[src/rtl/icache_refill_ctrl.sv]
// Instruction-cache miss handler: on a fetch miss it stalls fetch and reads one word from memory.
// It then writes that word into the cache fill port, with flush handling, a timeout and a miss counter.
module icache_refill_ctrl #(
    parameter int ADDR_WIDTH     = 32,
    parameter int DATA_WIDTH     = 32,
    parameter int TIMEOUT_CYCLES = 64
) (
    input  logic                  clk,
    input  logic                  rst,
    input  logic                  fetch_valid_i,
    input  logic [ADDR_WIDTH-1:0] fetch_addr_i,
    input  logic                  cache_hit_i,
    input  logic                  flush_i,
    output logic                  stall_o,
    output logic                  mem_req_o,
    output logic [ADDR_WIDTH-1:0] mem_addr_o,
    input  logic                  mem_ack_i,
    input  logic                  mem_rvalid_i,
    input  logic [DATA_WIDTH-1:0] mem_rdata_i,
    output logic                  fill_we_o,
    output logic [ADDR_WIDTH-1:0] fill_addr_o,
    output logic [DATA_WIDTH-1:0] fill_data_o,
    output logic                  err_o,
    output logic [31:0]           miss_count_o
);

    localparam int TW = $clog2(TIMEOUT_CYCLES) + 1;
    localparam logic [TW-1:0] TMO_LAST = TW'(TIMEOUT_CYCLES - 1);

    typedef enum logic [2:0] {
        S_IDLE,
        S_REQ,
        S_WAIT,
        S_FILL,
        S_DRAIN,
        S_ERR
    } state_t;

    state_t                  state_reg, state_next;
    logic [ADDR_WIDTH-1:0]   maddr_reg, maddr_next;
    logic [DATA_WIDTH-1:0]   data_reg, data_next;
    logic [TW-1:0]           tmo_reg, tmo_next;
    logic [31:0]             count_reg, count_next;
    logic                    miss;
    logic                    tmo_expired;

    assign miss         = fetch_valid_i & ~cache_hit_i & ~flush_i;
    // ">=" rather than "==": a flush in WAIT at the last cycle still leaves DRAIN bounded
    assign tmo_expired  = (tmo_reg >= TMO_LAST);
    assign miss_count_o = count_reg;

    always_ff @(posedge clk) begin
        if (rst) begin
            state_reg <= S_IDLE;
            maddr_reg <= '0;
            data_reg  <= '0;
            tmo_reg   <= '0;
            count_reg <= '0;
        end else begin
            state_reg <= state_next;
            maddr_reg <= maddr_next;
            data_reg  <= data_next;
            tmo_reg   <= tmo_next;
            count_reg <= count_next;
        end
    end

    always_comb begin
        state_next  = state_reg;
        maddr_next  = maddr_reg;
        data_next   = data_reg;
        tmo_next    = tmo_reg;
        count_next  = count_reg;
        stall_o     = 1'b1;
        mem_req_o   = 1'b0;
        mem_addr_o  = '0;
        fill_we_o   = 1'b0;
        fill_addr_o = '0;
        fill_data_o = '0;
        err_o       = 1'b0;

        case (state_reg)
            S_IDLE: begin
                stall_o = miss;
                if (miss) begin
                    state_next = S_REQ;
                    maddr_next = fetch_addr_i & ~ADDR_WIDTH'(3);
                    tmo_next   = '0;
                end
            end
            S_REQ: begin
                mem_req_o  = 1'b1;
                mem_addr_o = maddr_reg;
                tmo_next   = tmo_reg + TW'(1);
                if (mem_ack_i) begin
                    state_next = flush_i ? S_DRAIN : S_WAIT;
                end else if (flush_i) begin
                    state_next = S_IDLE;
                end else if (tmo_expired) begin
                    state_next = S_ERR;
                end
            end
            S_WAIT: begin
                tmo_next = tmo_reg + TW'(1);
                // Returning data wins over a simultaneous flush: the word is valid for maddr
                if (mem_rvalid_i) begin
                    data_next  = mem_rdata_i;
                    state_next = S_FILL;
                end else if (flush_i) begin
                    state_next = S_DRAIN;
                end else if (tmo_expired) begin
                    state_next = S_ERR;
                end
            end
            S_FILL: begin
                fill_we_o   = 1'b1;
                fill_addr_o = maddr_reg;
                fill_data_o = data_reg;
                if (count_reg != '1) begin
                    count_next = count_reg + 32'd1;
                end
                state_next = S_IDLE;
            end
            S_DRAIN: begin
                tmo_next = tmo_reg + TW'(1);
                if (mem_rvalid_i) begin
                    state_next = S_IDLE;
                end else if (tmo_expired) begin
                    state_next = S_ERR;
                end
            end
            S_ERR: begin
                err_o = 1'b1;
            end
            default: begin
                state_next = S_IDLE;
            end
        endcase
    end

endmodule
[config.mk]
export PLATFORM = sky130hd
export DESIGN_NAME = icache_refill_ctrl
export DESIGN_NICKNAME = d
export VERILOG_FILES = /design/src/rtl/icache_refill_ctrl.sv
export SDC_FILE = /design/constraint.sdc
export NUM_CORES = 1
export LEC_CHECK = 0
export ABC_CLOCK_PERIOD_IN_PS = 3000
export CAP_MARGIN = 20
export CORE_ASPECT_RATIO = 0.8
export CORE_MARGIN = 4
export CORE_UTILIZATION = 30
export CTS_CLUSTER_DIAMETER = 100
export DETAILED_ROUTE_END_ITERATION = 12
export PLACE_DENSITY_LB_ADDON = 0.15
export RECOVER_POWER = 50
export SYNTH_ARGS = -nofsm -noshare
export SYNTH_HDL_FRONTEND = slang
export SYNTH_SLANG_ARGS = --single-unit
[constraint.sdc]
create_clock -name clk -period 3 [get_ports clk]
set_clock_uncertainty 0.15 [all_clocks]
set_input_delay 0.45 -clock clk [delete_from_list [all_inputs] [get_ports clk]]
set_output_delay 0.45 -clock clk [all_outputs]
set_load 0.03 [all_outputs]
After elaboration in Yosys (flattened, before gate mapping). Index checks and enable logic that the tools add are counted.

Bits in registers: 104. Input port bits: 71. Output and inout port bits: 132. Logic and storage cells: 46.

Add/sub/neg operators: 2. Order comparisons: 1. Eq/ne operators: 7. Multiplexer cells: 18. Bitwise operators: 5. Reductions and logical operators: 8.

Operators with widths (count): $mux 32 (3); $add 32x1->32 const B (1); $ne 32x32->1 const B (1); $mux 3 (8); $pmux 3 s5 (1); $pmux 7 s2 (1); $reduce_and 2->1 (5); $add 7x1->7 const B (1); $ge 7x6->1 const B (1); $mux 7 (1); $eq 3x2->1 const B (2); $eq 3x3->1 const B (2); $mux 1 (4); $eq 3x1->1 const B (1); $logic_not 3->1 (1); $not 1->1 (3); $reduce_or 3->1 (1); $and 1x1->1 (2); $ne 2x2->1 const B (1); $reduce_bool 2->1 (1).

Logic depth before layout (Yosys ltp). Gate-level depths: netlist (run 1).

Word-level depth: 5. Depth in mapped cells: 8. Gate-level depth less buffers: 6.

Least setup slack after synthesis (run 1). Ideal clock, no wire load.

Kind: register to register. Start: register count_reg[0] (netlist: miss_count_o[0]). End: register count_reg[5] (netlist: miss_count_o[5]). Setup time: 121 ps. Arrival: 1998 ps. Required time: 2729 ps. Path slack: 730 ps. Cell stages (with the launch flop): 8. Buffers on the path: 1. Clock period less this slack: 2270 ps. Cells stage by stage: dfxtp_1 > ha_1 > nand2_1 > or2_4 > nor4b_4 > buf_6 > nor4_1 > mux2_4.

Longest elaborated chain between the ends: 2. Elaborated cells on any way between the ends: 3. Those cells by class: add/sub: 1; eq/ne: 1; reduce/logical: 1.

Ends and longest elaborated chain: start, declared (RTL line 43) `logic [31:0] count_reg, count_next;`; start signal, assigned (RTL line 64) `count_reg <= count_next;`; parallel branches: the longest is 2 deep, another holds $add 32x1->32.

Several ways; the timed one is not identified. A chain may end at the register's enable or synchronous reset.

Worst setup path after layout (run 1).
Start: register state_reg[0]. End: output mem_req_o.

Longest elaborated chain between the ends: 2.

Ends and longest elaborated chain: start, declared (RTL line 39) `state_t state_reg, state_next;`; start signal, assigned (RTL line 60) `state_reg <= state_next;`; $eq 3x1->1 (RTL line 82) `case (state_reg)`; $mux 1 (RTL line 82); end, declared (RTL line 15) `output logic mem_req_o,`.

Every way passes these cells.

==> results.yml, run 1 <==
global_route:
  grt_max_degree: 103
  globalRouteOverflowTotal: 0
  grt_pass1_vias: 5159
  grt_pass1_wl_mm: 26.5
  track_usage: 0.166
  antenna_found_initial: 1
drt:
  drc_errors: 0
  drtIter0Drc: 229
  via_per_inst: 5.05
  vias: 5316
  routedWlPerCell_um: 15.5
  finalWirelength_mm: 16.4
  drt_pass1_iterations: 5
  final_antenna_net_count: 0
cells_and_area:
  insertedDiodeCount: 0
  syn2layout_area_growth_pct: 46.2
  final_net_count: 901
  post-route-util: 0.451
  drive_above_1_share: 0.0516
synthesis:
  yosysTopAreaCellShare: 0.405
  ys_top_cells_by_area: "dfxtp_1 40%, and3_1 11%, nand2_1 10%"
  yosysTopAreaCell: "dfxtp_1"
  synth_cells: 665
  synth_seq_area_share: 0.405
  synth-async-reset-ratio: 0
  ys_types: 58
  synth_seq_cells: 104
  yosysWarnings: 0
  synth_area_per_cell_um2: 7.73
  synth_area_mm2: 0.00514
  synth_ff_type: "dfxtp_1"
  synth_edf_count: 0
worst_setup_path:
  ff2ff_path_depth: 5
  cp.arrival_ns: 2.19
  critPathKind: "register to output pin"
  reg2reg_from: "miss_count_o[14]"
  worstSetupStartpoint: "state_reg[0]"
  rrSetupSlack_ns: 0.33
  endpoint: "mem_req_o"
  crit_required_ns: 2.40
  worst_setup_path_start_kind: "register"
  r2r-end: "miss_count_o[11]"
  crit_fanout: 102
  critPathCaptureType: "output pin"
pwr:
  leakage_nw: 2.97
  comb_power_share: 0.089
  p_sw_frac: 0.244
  p_clk_frac: 0.427
  seqPwrFrac: 0.484
  peakVddDrop_mv: 0.255
  power_density_mw_per_mm2: 388
  switchingPower_w: 0.000713
  p_int_w: 0.00221
hold_path:
  hold_class: "register to register"
  hp-start: "data_reg[3]"
clock_network:
  cts_buffers: 9
  clk_pin_slew_ns: 0.07
  clock_latency_ns: 0.35
  cts_root_buf: "clkbuf_16"
  htree_levels: 3
  cts_tree: "yes"
  cts_setup_buffers: 0
  numClockSinks: 104
  cts.path.max_buffers: 2
  ctsHoldBuffers: 0
  cts_resized: 0
timing:
  max_slew.worst_pin.slew_ns: 0.822
  hold_viol: 0
  fmax_ghz: 0.358
  period_needed_ns: 2.79
  rsz0062_at_grt: "no"
  setup_viol: 0
  slew_headroom: 0.445
  tns_ns: 0
  finalCritPeriodShare: 0.931
  slew_violations: 0
run:
  cap_violations: 0
placement:
  globalplace.congestion: 0.843
  dp_hpwl_mm: 11.3
  io_buffers: 196
floorplanning:
  core_mm2: 0.0167
  die_width_um: 154
  dieArea_mm2: 0.0193
  io-pin-count: 203
  start_util: 0.309
  row_count: 42
  die_h_um: 125
status:
  status: "finished clean"
stage by stage:
stage	hold WS (ns)	power (W)	instance area, µm²	setup slack [ns]	std cells
global placement	0.289	0.00170	7270	0.428	1037
detailed placement	0.294	0.00171	7270	0.360	1037
CTS	0.304	0.00297	7590	0.158	1053
global route	0.319	0.00304	7520	0.0534	1053
finish	0.303	0.00292	7520	0.207	1053
floorplan	0.282	0.00156	5150	0.730	668
cell usage in the layout, fill, tap and decap left out, drive strengths merged, types with 3 or more instances in the layout:
cell type      synthesis  routed
nor2                  20      20
nand2                138     138
nand3                 16      16
o21ai                 19      19
or4                   13      13
buf                    8      10
dlygate4sd3            0      33
and3                  94      94
inv                   12      15
clkdlybuf4s50          0     161
clkbuf                49      12
a21oi                 94      94
nor4                   6       6
xor2                   3       3
conb                   1       4
dfxtp                104     104
or3                   14      14
and4                   3       3
nor3                   8       8
nor2b                  6       6
or2                    4       4
xnor2                  4       4
o31ai                 12      12
nand4                  9       9
mux2                   3       3
how the worst min path moves through the flow:
stage / end / slack (ns) / cells past startpoint
after floorplan: data_reg[0] / 0.28 / 2
after global placement: data_reg[24] / 0.29 / 2
after detailed placement: data_reg[5] / 0.29 / 2
after CTS: data_reg[5] / 0.30 / 2
after global routing: data_reg[10] / 0.32 / 2
final: data_reg[3] / 0.30 / 2
cell usage after synthesis, drive strengths merged, types with 12 or more instances:
cell type,number
nand2,138
dfxtp,104
a21oi,94
and3,94
clkbuf,49
nor2,20
o21ai,19
nand3,16
or3,14
or4,13
inv,12
o31ai,12
layer usage:
| metal | track usage | wire length, µm |
|---|---|---|
| met1 | 0.205 | 7190 |
| met2 | 0.260 | 7300 |
| met3 | 0.0694 | 1470 |
| met4 | 0.0571 | 391 |
| met5 | 0 | 7 |
worst max-delay path, cell delays in order, from the launching register on:
cell	delay, ns
dfxtp_2	0.37
buf_12	0.30
inv_1	0.14
nor3_1	0.27
clkdlybuf4s50_1	0.75
cells by family (layout without fill, tap and decap cells):
logic type                 count (synthesis)  count (layout)  synth area share
buffers and inverters                     69             234            0.0567
other                                      1               4          0.000729
xor gates and xnor gates                   7               7            0.0119
muxes                                      3               3           0.00803
adders and majority gates                  2               2           0.00487
AOI/OAI and AO/OA                        138             138             0.154
DFF                                      104             104             0.405
and+or+nand+nor                          341             341             0.359
power groups by stage:
| stage | logic, W | registers (W) | clock network (W) |
|---|---|---|---|
| floorplan | 0.000124 | 0.00144 | 0 |
| global placement | 0.000258 | 0.00144 | 0 |
| detailed placement | 0.000261 | 0.00145 | 0 |
| CTS | 0.000262 | 0.00141 | 0.00129 |
| global route | 0.000286 | 0.00142 | 0.00134 |
| finish | 0.000259 | 0.00141 | 0.00125 |
layout make-up:
| class | instances | area [µm²] |
|---|---|---|
| Clock buffer | 10 | 239 |
| Clock inverter | 6 | 73.8 |
| Fill cell | 1648 | 9140 |
| Inverter | 12 | 45.0 |
| Multi-Input combinational cell | 495 | 2730 |
| Sequential cell | 104 | 2080 |
| Tap cell | 220 | 275 |
| Timing Repair Buffer | 206 | 2080 |
(Power assumes the default switching activity.)
==> run 2, diff against run 1 <==
--- a/config.mk
+++ b/config.mk
@@ -6,11 +6,11 @@
 export NUM_CORES = 1
 export LEC_CHECK = 0
 export ABC_CLOCK_PERIOD_IN_PS = 3000
-export CAP_MARGIN = 20
 export CORE_ASPECT_RATIO = 0.8
 export CORE_MARGIN = 4
 export CORE_UTILIZATION = 30
 export CTS_CLUSTER_DIAMETER = 100
+export CTS_CLUSTER_SIZE = 14
 export DETAILED_ROUTE_END_ITERATION = 12
 export PLACE_DENSITY_LB_ADDON = 0.15
 export RECOVER_POWER = 50
==> results of run 2 <==
Same layout as run 1: the final DEF is identical, and so are final timing and power.
